**config.mk**
```make
export PLATFORM = sky130hd
export DESIGN_NAME = audio_rec_ctrl
export DESIGN_NICKNAME = d
export VERILOG_FILES = /design/src/rtl/audio_rec_ctrl.sv
export SDC_FILE = /design/constraint.sdc
export NUM_CORES = 1
export LEC_CHECK = 0
export ABC_AREA = 1
export CAP_MARGIN = 40
export CORE_MARGIN = 4
export CORE_UTILIZATION = 53
export CTS_CLUSTER_DIAMETER = 150
export DETAILED_ROUTE_END_ITERATION = 10
export PLACE_DENSITY_LB_ADDON = 0.2
export SYNTH_ARGS = -nofsm -noshare
export SYNTH_HDL_FRONTEND = slang
export SYNTH_SLANG_ARGS = --single-unit
```
**constraint.sdc**
```tcl
create_clock -name i_clk -period 4.7 [get_ports i_clk]
set_input_delay 0.94 -clock i_clk [delete_from_list [all_inputs] [get_ports i_clk]]
set_output_delay 0.94 -clock i_clk [all_outputs]
set_load 0.02 [all_outputs]
```
**src/rtl/audio_rec_ctrl.sv**
```systemverilog
// audio_rec_ctrl: records codec samples into external SRAM and plays them back.
//
// Ports
//   i_clk, i_reset      : system clock and asynchronous active-high reset
//   i_rec_start         : pulse that starts a recording at address 0
//   i_play_start        : pulse that starts playback at address 0
//   i_stop              : pulse that ends the current operation
//   i_adc_valid/i_adc_data : new PCM sample from the codec receiver
//   i_dac_req           : codec transmitter requests the next sample
//   o_dac_data/o_dac_valid : playback sample and its one-cycle update strobe
//   o_mem_write/o_mem_read/o_mem_addr/o_mem_wdata/i_mem_rdata : SRAM controller side
//   o_state             : 00 IDLE, 01 REC, 10 PLAY, 11 PLAY_WAIT
//   o_rec_len           : number of words stored by the last recording
//   o_full              : last recording stopped at MAX_ADDR
//
// Build option
//   AUDIO_LOOP_PLAY_EN  : when defined, playback wraps to address 0 at rec_len
//                         and runs until stop; otherwise playback ends at rec_len.

module audio_rec_ctrl #(
  parameter logic [19:0] MAX_ADDR = 20'hFFFFF,
  parameter int unsigned RD_LAT   = 2
) (
  input  logic        i_clk,
  input  logic        i_reset,
  input  logic        i_rec_start,
  input  logic        i_play_start,
  input  logic        i_stop,
  input  logic        i_adc_valid,
  input  logic [15:0] i_adc_data,
  input  logic        i_dac_req,
  output logic [15:0] o_dac_data,
  output logic        o_dac_valid,
  output logic        o_mem_write,
  output logic        o_mem_read,
  output logic [19:0] o_mem_addr,
  output logic [15:0] o_mem_wdata,
  input  logic [15:0] i_mem_rdata,
  output logic [1:0]  o_state,
  output logic [19:0] o_rec_len,
  output logic        o_full
);

  localparam int unsigned AW    = 20;
  localparam int unsigned DW    = 16;
  localparam int unsigned LAT_W = (RD_LAT < 1) ? 1 : $clog2(RD_LAT + 1);

  typedef enum logic [1:0] {
    S_IDLE      = 2'b00,
    S_REC       = 2'b01,
    S_PLAY      = 2'b10,
    S_PLAY_WAIT = 2'b11
  } state_t;

  state_t           r_state,     w_state_nxt;
  logic [AW-1:0]    r_wr_ptr,    w_wr_ptr_nxt;
  logic [AW-1:0]    r_rd_ptr,    w_rd_ptr_nxt;
  logic [AW-1:0]    r_rec_len,   w_rec_len_nxt;
  logic             r_full,      w_full_nxt;
  logic             r_mem_write, w_mem_write_nxt;
  logic             r_mem_read,  w_mem_read_nxt;
  logic [AW-1:0]    r_mem_addr,  w_mem_addr_nxt;
  logic [DW-1:0]    r_mem_wdata, w_mem_wdata_nxt;
  logic [DW-1:0]    r_dac_data,  w_dac_data_nxt;
  logic             r_dac_valid, w_dac_valid_nxt;
  logic [LAT_W-1:0] r_lat_cnt,   w_lat_cnt_nxt;
  logic [AW-1:0]    w_rd_inc;

  assign w_rd_inc = r_rd_ptr + AW'(1);

  // State and datapath registers
  always_ff @(posedge i_clk or posedge i_reset) begin
    if (i_reset) begin
      r_state     <= S_IDLE;
      r_wr_ptr    <= '0;
      r_rd_ptr    <= '0;
      r_rec_len   <= '0;
      r_full      <= 1'b0;
      r_mem_write <= 1'b0;
      r_mem_read  <= 1'b0;
      r_mem_addr  <= '0;
      r_mem_wdata <= '0;
      r_dac_data  <= '0;
      r_dac_valid <= 1'b0;
      r_lat_cnt   <= '0;
    end else begin
      r_state     <= w_state_nxt;
      r_wr_ptr    <= w_wr_ptr_nxt;
      r_rd_ptr    <= w_rd_ptr_nxt;
      r_rec_len   <= w_rec_len_nxt;
      r_full      <= w_full_nxt;
      r_mem_write <= w_mem_write_nxt;
      r_mem_read  <= w_mem_read_nxt;
      r_mem_addr  <= w_mem_addr_nxt;
      r_mem_wdata <= w_mem_wdata_nxt;
      r_dac_data  <= w_dac_data_nxt;
      r_dac_valid <= w_dac_valid_nxt;
      r_lat_cnt   <= w_lat_cnt_nxt;
    end
  end

  // Next-state and registered-output logic; stop always wins
  always_comb begin
    w_state_nxt     = r_state;
    w_wr_ptr_nxt    = r_wr_ptr;
    w_rd_ptr_nxt    = r_rd_ptr;
    w_rec_len_nxt   = r_rec_len;
    w_full_nxt      = r_full;
    w_mem_write_nxt = 1'b0;
    w_mem_read_nxt  = 1'b0;
    w_mem_addr_nxt  = r_mem_addr;
    w_mem_wdata_nxt = r_mem_wdata;
    w_dac_data_nxt  = r_dac_data;
    w_dac_valid_nxt = 1'b0;
    w_lat_cnt_nxt   = r_lat_cnt;

    case (r_state)
      S_IDLE: begin
        if (!i_stop) begin
          if (i_rec_start) begin
            w_state_nxt   = S_REC;
            w_wr_ptr_nxt  = '0;
            w_rec_len_nxt = '0;
            w_full_nxt    = 1'b0;
          end else if (i_play_start && (r_rec_len != '0)) begin
            w_state_nxt  = S_PLAY;
            w_rd_ptr_nxt = '0;
          end
        end
      end

      S_REC: begin
        if (i_stop) begin
          w_state_nxt = S_IDLE;
        end else if (i_adc_valid) begin
          w_mem_write_nxt = 1'b1;
          w_mem_addr_nxt  = r_wr_ptr;
          w_mem_wdata_nxt = i_adc_data;
          w_rec_len_nxt   = r_wr_ptr + AW'(1);
          // Last word: leave REC together with the final write strobe
          if (r_wr_ptr == MAX_ADDR) begin
            w_full_nxt  = 1'b1;
            w_state_nxt = S_IDLE;
          end else begin
            w_wr_ptr_nxt = r_wr_ptr + AW'(1);
          end
        end
      end

      S_PLAY: begin
        if (i_stop) begin
          w_state_nxt = S_IDLE;
        end else if (i_dac_req) begin
          w_mem_read_nxt = 1'b1;
          w_mem_addr_nxt = r_rd_ptr;
          w_lat_cnt_nxt  = '0;
          w_state_nxt    = S_PLAY_WAIT;
        end
      end

      S_PLAY_WAIT: begin
        // Counter equals the number of cycles since the read strobe
        if (i_stop) begin
          w_state_nxt = S_IDLE;
        end else if (r_lat_cnt == LAT_W'(RD_LAT)) begin
          w_dac_data_nxt  = i_mem_rdata;
          w_dac_valid_nxt = 1'b1;
          if (w_rd_inc == r_rec_len) begin
            w_rd_ptr_nxt = '0;
`ifdef AUDIO_LOOP_PLAY_EN
            w_state_nxt  = S_PLAY;
`else
            w_state_nxt  = S_IDLE;
`endif
          end else begin
            w_rd_ptr_nxt = w_rd_inc;
            w_state_nxt  = S_PLAY;
          end
        end else begin
          w_lat_cnt_nxt = r_lat_cnt + LAT_W'(1);
        end
      end

      default: w_state_nxt = S_IDLE;
    endcase
  end

  assign o_state     = r_state;
  assign o_rec_len   = r_rec_len;
  assign o_full      = r_full;
  assign o_mem_write = r_mem_write;
  assign o_mem_read  = r_mem_read;
  assign o_mem_addr  = r_mem_addr;
  assign o_mem_wdata = r_mem_wdata;
  assign o_dac_data  = r_dac_data;
  assign o_dac_valid = r_dac_valid;

endmodule

```
======== Yosys cells after proc, flatten, opt, wreduce, memory -nomap -nowiden ========
Index checks and enable logic that the tools add are counted.
cells by class
  add/subtract/negate cells ............... 3
  eq/ne operators ......................... 24
  multiplexer cells ....................... 53
  bitwise operators ....................... 1
  reductions and logical operators ........ 16
operators by type and width
  operator                                                          count
  20-bit 2-to-1 mux                                                 17
  20-bit case mux with 2 select lines                               4
  20-bit by 1-bit adder with 20-bit output (second input constant)  2
  2-bit 2-to-1 mux                                                  15
  2-bit inequality test (second input constant)                     13
  6-bit AND reduction                                               4
  20-bit == test                                                    1
  20-bit == test (second input constant)                            1
  20-bit nonzero test                                               1
  3-bit inequality test (second input constant)                     5
  5-bit AND reduction                                               3
  1-bit 2-to-1 mux                                                  14
  2-bit case mux with 4 select lines                                1
  2-bit nonzero test                                                4
  2-bit == test (second input constant)                             3
  3-bit AND reduction                                               2
  2-bit case mux with 2 select lines                                1
  2-bit by 1-bit adder with 2-bit output (second input constant)    1
  2-bit by 1-bit == test with 1-bit output (second input constant)  1
  2-bit logical NOT                                                 1
  1-bit case mux with 2 select lines                                1
  1-bit logical AND                                                 1
  1-bit NOT                                                         1
word-level totals
  bits in registers ....................... 120
  bits of input ports ..................... 39

======== Longest topological paths before layout ========
Gate-level depths: netlist of the first run.
  depth in word-level cells ............... 6
  depth in mapped cells ................... 17
  gate-level depth less buffers ........... 16

======== Worst setup path before layout of the first run ========
No wires, ideal clock.
  path kind ............................... in2reg
  start ................................... input port i_stop
  end ..................................... register r_wr_ptr[10]
  data arrival time ....................... 1.983 ns
  setup slack ............................. 2.649 ns
  cell stages on the path ................. 8
  cell sequence ........................... inv_1 -> o22ai_1 -> nor2_1 -> nand2_1 -> inv_1 -> clkbuf_1 -> o2111ai_1 -> nand2_1
between the ends
  cells in the longest elaborated chain, start to end .. 2
  elaborated cells on any way between the ends .. 3
  classes of those cells .................. eq/ne: 2; reduce/logical: 1
ends and longest elaborated chain
  item                             line  source
  start, declared                  28    input logic i_stop,
  2-bit inequality test (no line)  -
  6-bit AND reduction (no line) *  -
  end signal, assigned             88    r_wr_ptr <= w_wr_ptr_nxt;
  end, declared                    56    logic [AW-1:0] r_wr_ptr, w_wr_ptr_nxt;
Every way passes the cells marked *; elsewhere a longest branch is shown, timed or not.
A chain may end at the register's enable or synchronous reset.

======== Final worst setup path of the first run ========
  start ................................... input port i_stop
  end ..................................... register r_rec_len[18] (netlist: o_rec_len[18])
between the ends
  cells in the longest elaborated chain, start to end .. 2
  elaborated cells on any way between the ends .. 3
  classes of those cells .................. eq/ne: 2; reduce/logical: 1
ends and longest elaborated chain
  item                             line  source
  2-bit inequality test (no line)  -
  5-bit AND reduction (no line) *  -
  end signal, assigned             90    r_rec_len <= w_rec_len_nxt;
  end, declared                    58    logic [AW-1:0] r_rec_len, w_rec_len_nxt;
Marked as above.

==> results_dict.tcl, run 1 <==
set metrics [dict create \
    clock-sinks 120 \
    clockBufferDepth 2 \
    post-place-ws_ns 1.42 \
    synth_top_area_cell "dfrtp_1" \
    cts_root_buffer "clkbuf_16" \
    place_area_sq_um 7560 \
    cp.required_ns 5.02 \
    htreeDepth 4 \
    io_pins 117 \
    worstHoldStart "o_mem_wdata[0]" \
    netlist.area_leader.share_pct 47.6 \
    cts_setup_buffers 0 \
    synth-seq-area-share_pct 47.6 \
    clock_skew_ns 0.00739 \
    synthTopCellsByArea "dfrtp_1, nand2_1, o21ai_0" \
    synth_fa_ha_area_share_pct 0.794 \
    tns_ns 0 \
    grt_overflow_total 0 \
    dr.pass1.iters 6 \
    place.gp.congestion 0.907 \
    wl_um 17700 \
    leakage_nw 3.65 \
    drt_iter0_markers 650 \
    netlist_area_sq_um 6300 \
    cts_tree "built" \
    r2r_end "o_mem_addr[17]" \
    vias 6123 \
    cellPowerDensity_nw_per_um2 565 \
    ys_warn_count 0 \
    synth_compound_area_share_pct 10.9 \
    insertion_delay_ns 0.41 \
    grt_max_degree 61 \
    clk_pin_slew_ns 0.05 \
    fin_crit_sh_pct 61.6 \
    clkPwrFrac_pct 27.5 \
    drcViolationCount 0 \
    setup.worst_path.class "input pin to register" \
    avgSynthCellArea_sq_um 7.37 \
    finalCriticalPeriod_ns 2.90 \
    hold_viol_final 0 \
    tightestPinTransition_ns 0.764 \
    worst-r2r-setup-slack_ns 1.82 \
    cts_hold_buf 0 \
    ctsResizeCount 0 \
    fmax_ghz 0.345 \
    report.final.slew_viol_count 0 \
    coreArea_sq_um 11500 \
    regArea_sq_um 3000 \
    yosys.area_share.xor_xnor_pct 0.695 \
    hold_class "register to register" \
    worst_r2r_path_depth 12 \
    num_rows 39 \
    final_cell_area_sq_um 8140 \
    p_total_mw 4.59 \
    cts_inserted_buffers 17 \
    power_switching_mw 1.76 \
    synth-async-reset-ratio_pct 100 \
    dieArea_sq_um 13700 \
    numPortBuffers 116 \
    synth_top_family_by_area "simple AND/OR/NAND/NOR gates" \
    yosys.area_share.simple_pct 32.9 \
    start_kind "input pin" \
    setup_violations 0 \
    die_x_um 117 \
    grt_usage_pct 27.6 \
    min_path_cells 2 \
    wire_per_inst_um 15.8 \
    max_slew_margin_pct 49.0 \
    postRouteAntennaNets 0 \
    seq_power_share_pct 32.7 \
    vias_per_cell 5.45 \
    nets 1013 \
    rsz0062_at_grt "no" \
    ys_ff_latch 120 \
    areaGrowthSynthToFinish_pct 29.1 \
    synth-edff-count 0 \
    hold-path-endpoint "o_mem_wdata[0]" \
    die_h_um 117 \
    mostFrequentLayoutCells "nand2_1, dfrtp_1, clkdlybuf4s50_1, nor2_1, inv_1" \
    cap_viol_max_count 0 \
    netSwitchingFraction_pct 38.2 \
    grt_pass1_wl_um 29000 \
    multi_input_area_sq_um 2870 \
    r2r-start "o_state[1]" \
    power.internal_mw 2.84 \
    hpwlAfterDp_um 12600 \
    fillers 923 \
    syn-num-nets 899 \
    synthMuxAreaShare_pct 0.179 \
    mostFrequentLayoutCell "nand2_1" \
    worst_slack_ns 1.80 \
    cp.arrival_ns 3.22 \
    syn_inst 856 \
    status "complete, no violations" \
    combPwrFrac_pct 39.9 \
    synth.distinct_cells 40 \
    antenna_found_initial 0 \
    peakVddDrop_mv 0.385 \
    drive_gt1_share_pct 6.73 \
    synth_ff_type "dfrtp_1" \
    crit_fanout 21 \
    endpoint_kind "register" \
    start_util_pct 54.7 \
    diodes 0 \
    first_global_vias 5886 \
]
[state kept, by name, indices dropped and copies added, names as in the netlist]
signal,flops
r_rd_ptr,20
o_mem_wdata,16
o_state,2
o_mem_read,1
o_mem_write,1
o_mem_addr,20
r_wr_ptr,20
r_lat_cnt,2
o_full,1
o_dac_data,16
o_rec_len,20
o_dac_valid,1
[stage by stage]
stage	instances	utilization, %	hold slack, ns
6_report	1124	70.7	0.477
5_1_grt	1124	70.7	0.493
4_1_cts	1124	70.7	0.481
3_5_place_dp	1094	65.7	0.465
3_3_place_gp	1094	65.7	0.461
2_1_floorplan	856	-	0.485
[synthesized netlist by cell type, types with 2 or more instances]
library cell and n:
nand4_1 8, nor3_1 8, o2111ai_1 2, nand3_1 56, nor2_2 4, buf_2 7, nor4_1 4, nand2_4 2
o211ai_1 2, a21oi_1 10, clkinv_1 2, o21ai_2 9, or2_2 3, o21ai_1 3, nor2_1 82, o21ai_0 63
ha_1 4, clkbuf_1 18, nor2_4 4, inv_1 77, dfrtp_1 120, nand2_2 2, a31oi_1 22, xor2_1 4
nand2_1 325
[power by group through the flow]
stage               Combinational (mW)  Clock (mW)  Sequential, mW
floorplan                        0.747           0            1.79
finish                            1.83        1.26            1.50
global placement                  1.80           0            1.51
detailed placement                1.82           0            1.51
global route                      2.00        1.32            1.54
CTS                               1.84        1.28            1.50
[cell families after synthesis]
kind of cell             Yosys count
AND/OR/NAND/NOR                  501
adder cells (fa/ha/maj)            4
buffers and inverters            108
multiplexers                       1
AO/OA/AOI/OAI                    117
XOR/XNOR                           5
flip-flops                       120
[critical path: stages]
cell and delay (ns):
clkdlybuf4s50_1 0.46, inv_1 0.17, o22ai_1 0.09, nor2_1 0.20
nand2_1 0.40, inv_1 0.59, o2111ai_1 0.24, o21ai_0 0.12
[cell type report]
type                            count  share of cell area, %
Sequential cell                   120                   36.9
Multi-Input combinational cell    628                   35.2
Timing Repair Buffer              123                   14.9
Clock buffer                       22                   5.83
Inverter                           80                   3.72
Tap cell                          143                   2.20
Clock inverter                      8                   1.20
[per-layer routing]
layer  routed length [um]  GRT usage [%]
met5                    0              0
met4                  418           10.9
met3                 1520           8.12
met2                 8270           43.0
met1                 7540           36.5
[worst max-delay path by stage]
stage | startpoint | to | slack [ns] | cells past startpoint
2_1_floorplan | i_reset | o_dac_data[0] | 0.57 | 1
3_3_place_gp | i_stop | o_rec_len[18] | 1.48 | 8
3_5_place_dp | i_stop | o_rec_len[12] | 1.42 | 8
4_1_cts | i_stop | o_rec_len[18] | 1.80 | 8
5_1_grt | o_state[1] | o_mem_addr[8] | 1.53 | 12
6_report | i_stop | o_rec_len[18] | 1.80 | 8
Note: power is estimated with default switching activity, not from simulation.
==> run 2: changes to the inputs <==
- CORE_UTILIZATION: 53 -> 48
- clock period: 4.7 -> 2.6 ns (I/O delays scaled with it)
==> results_dict.tcl, run 2 (synthesis gave the netlist of run 1 again) <==
set metrics [dict create \
    areaGrowthSynthToFinish_pct 32.8 \
    cts_tree "built" \
    vias 6100 \
    numPortBuffers 116 \
    setup.worst_path.class "register to register" \
    diodes 0 \
    rsz0062_at_grt "no" \
    cellPowerDensity_nw_per_um2 1030 \
    finalCriticalPeriod_ns 2.35 \
    vias_per_cell 5.22 \
    dr.pass1.iters 5 \
    tns_ns 0 \
    start_util_pct 49.6 \
    max_stage_delay_ns 0.44 \
    antenna_found_initial 0 \
    hpwlAfterDp_um 12700 \
    cts_root_buffer "clkbuf_16" \
    crit_fanout 31 \
    wl_um 17600 \
    die_x_um 123 \
    hold_class "register to register" \
    nets 1026 \
    grt_overflow_total 0 \
    dieArea_sq_um 15000 \
    coreArea_sq_um 12700 \
    report.final.slew_viol_count 0 \
    clk_pin_slew_ns 0.05 \
    path_cells "ha_1 -> nand2_1 -> inv_1 -> nand3_1 -> nor2_1 -> nand3_2 -> nor3_2 -> inv_1 -> nor2_2 -> nand3_1 -> nand3_2 -> buf_6 -> nor2_1 -> a21oi_1" \
    htreeDepth 4 \
    mostFrequentLayoutCells "nand2_1, dfrtp_1, clkdlybuf4s50_1, nor2_1, inv_1" \
    cpLargestDelayFamily "simple AND/OR/NAND/NOR gates" \
    drive_gt1_share_pct 8.43 \
    mostFrequentLayoutCell "nand2_1" \
    peakVddDrop_mv 0.682 \
    grt_pass1_wl_um 28800 \
    hold_slack_ns 0.476 \
    io_pins 117 \
    die_h_um 123 \
    wire_per_inst_um 15.0 \
    cap_viol_max_count 0 \
    first_global_vias 5721 \
    cts_inserted_buffers 17 \
    dp.cells 1136 \
    endpoint_kind "register" \
    setup_violations 0 \
    start_kind "register" \
    p_total_mw 8.60 \
    clock_skew_ns 0.0111 \
    fin_crit_sh_pct 90.3 \
    postRouteAntennaNets 0 \
    clockBufferDepth 2 \
    grt_max_degree 121 \
    drcViolationCount 0 \
    fmax_ghz 0.426 \
    tightestPinTransition_ns 0.623 \
    final_cell_count_no_fill 1168 \
    status "complete, no violations" \
    place.gp.congestion 0.882 \
    insertion_delay_ns 0.42 \
    critPathBufInv 3 \
    num_rows 41 \
    clock-sinks 120 \
    max_slew_margin_pct 58.5 \
    cts_setup_buffers 0 \
    post-route-util_pct 65.8 \
    hold_viol_final 0 \
    cp.arrival_ns 2.69 \
    cp.required_ns 2.94 \
    cp_slowest_cell "dfrtp_1" \
    grt_usage_pct 24.8 \
    drt_iter0_markers 700 \
    leakage_nw 3.74 \
]
[run 2: changes by cell type in the layout (fill, tap and decap cells not counted), moves of 2 or more]
cell,delta
dfrtp_2,+2
buf_4,+9
buf_12,+2
dfrtp_1,-2
buf_6,+2
clkbuf_8,+2
[run 2: worst reg2reg max path, cell delays in order, from the launching register on]
cell	delay (ns)
dfrtp_1	0.44
ha_1	0.20
nand2_1	0.07
inv_1	0.08
nand3_1	0.09
nor2_1	0.24
nand3_2	0.18
nor3_2	0.14
inv_1	0.10
nor2_2	0.12
nand3_1	0.13
nand3_2	0.09
buf_6	0.22
nor2_1	0.07
a21oi_1	0.12
[run 2: final timing paths]
check                                from             end  slack [ns]  cells past startpoint
min in group asynchronous         i_reset      o_mem_read        0.63                      3
max in group asynchronous         i_reset     r_rd_ptr[0]        1.47                      3
max reg2reg                   r_wr_ptr[0]     r_wr_ptr[5]        0.25                     14
min reg2reg                o_mem_wdata[5]  o_mem_wdata[5]        0.48                      2
min                        o_mem_wdata[5]  o_mem_wdata[5]        0.48                      2
max                           r_wr_ptr[0]     r_wr_ptr[5]        0.25                     14
[run 2: cell type report]
cell class                      count  area (sq um)
Clock inverter                      7           114
Sequential cell                   120          3010
Multi-Input combinational cell    628          2880
Fill cell                        1117          4350
Timing Repair Buffer              136          1340
Clock buffer                       25           505
Inverter                           80           304
Tap cell                          172           215
[run 2: what timing repair did]
item / in CTS / in global routing
gates resized for setup: 0 / 5
setup endpoints to repair: 0 / 38
hold buffers: 0 / 0
[run 2: metrics by stage]
step | worst slack (ns) | instance area, sq um
6_report | 0.253 | 8370
4_1_cts | 0.182 | 8350
2_1_floorplan | 0.579 | 6310
5_1_grt | 0.000250 | 8370
3_3_place_gp | -0.112 | 7720
3_5_place_dp | 0.0666 | 7730
[run 2: where the power goes]
part           internal [mW]  switching (mW)  leakage, nW  total, mW
Sequential              2.38           0.338         1.57       2.72
Clock                   1.63           0.817        0.307       2.45
Combinational           1.40            2.03         1.85       3.44
Total                   5.41            3.19         3.74       8.60
[run 2: per-layer routing]
layer  wire (um)  track usage (%)  vias up
li1            -                -     3001
met2        7940             38.6      259
met1        7810             33.7     2811
met5           0                0        -
met4         370             7.91        0
met3        1440             6.91       29
==> run 3: changes to the inputs <==
- SLEW_MARGIN: unset -> 20
==> results of run 3 <==
The final DEF is identical to that of run 2; final timing and power are the same.
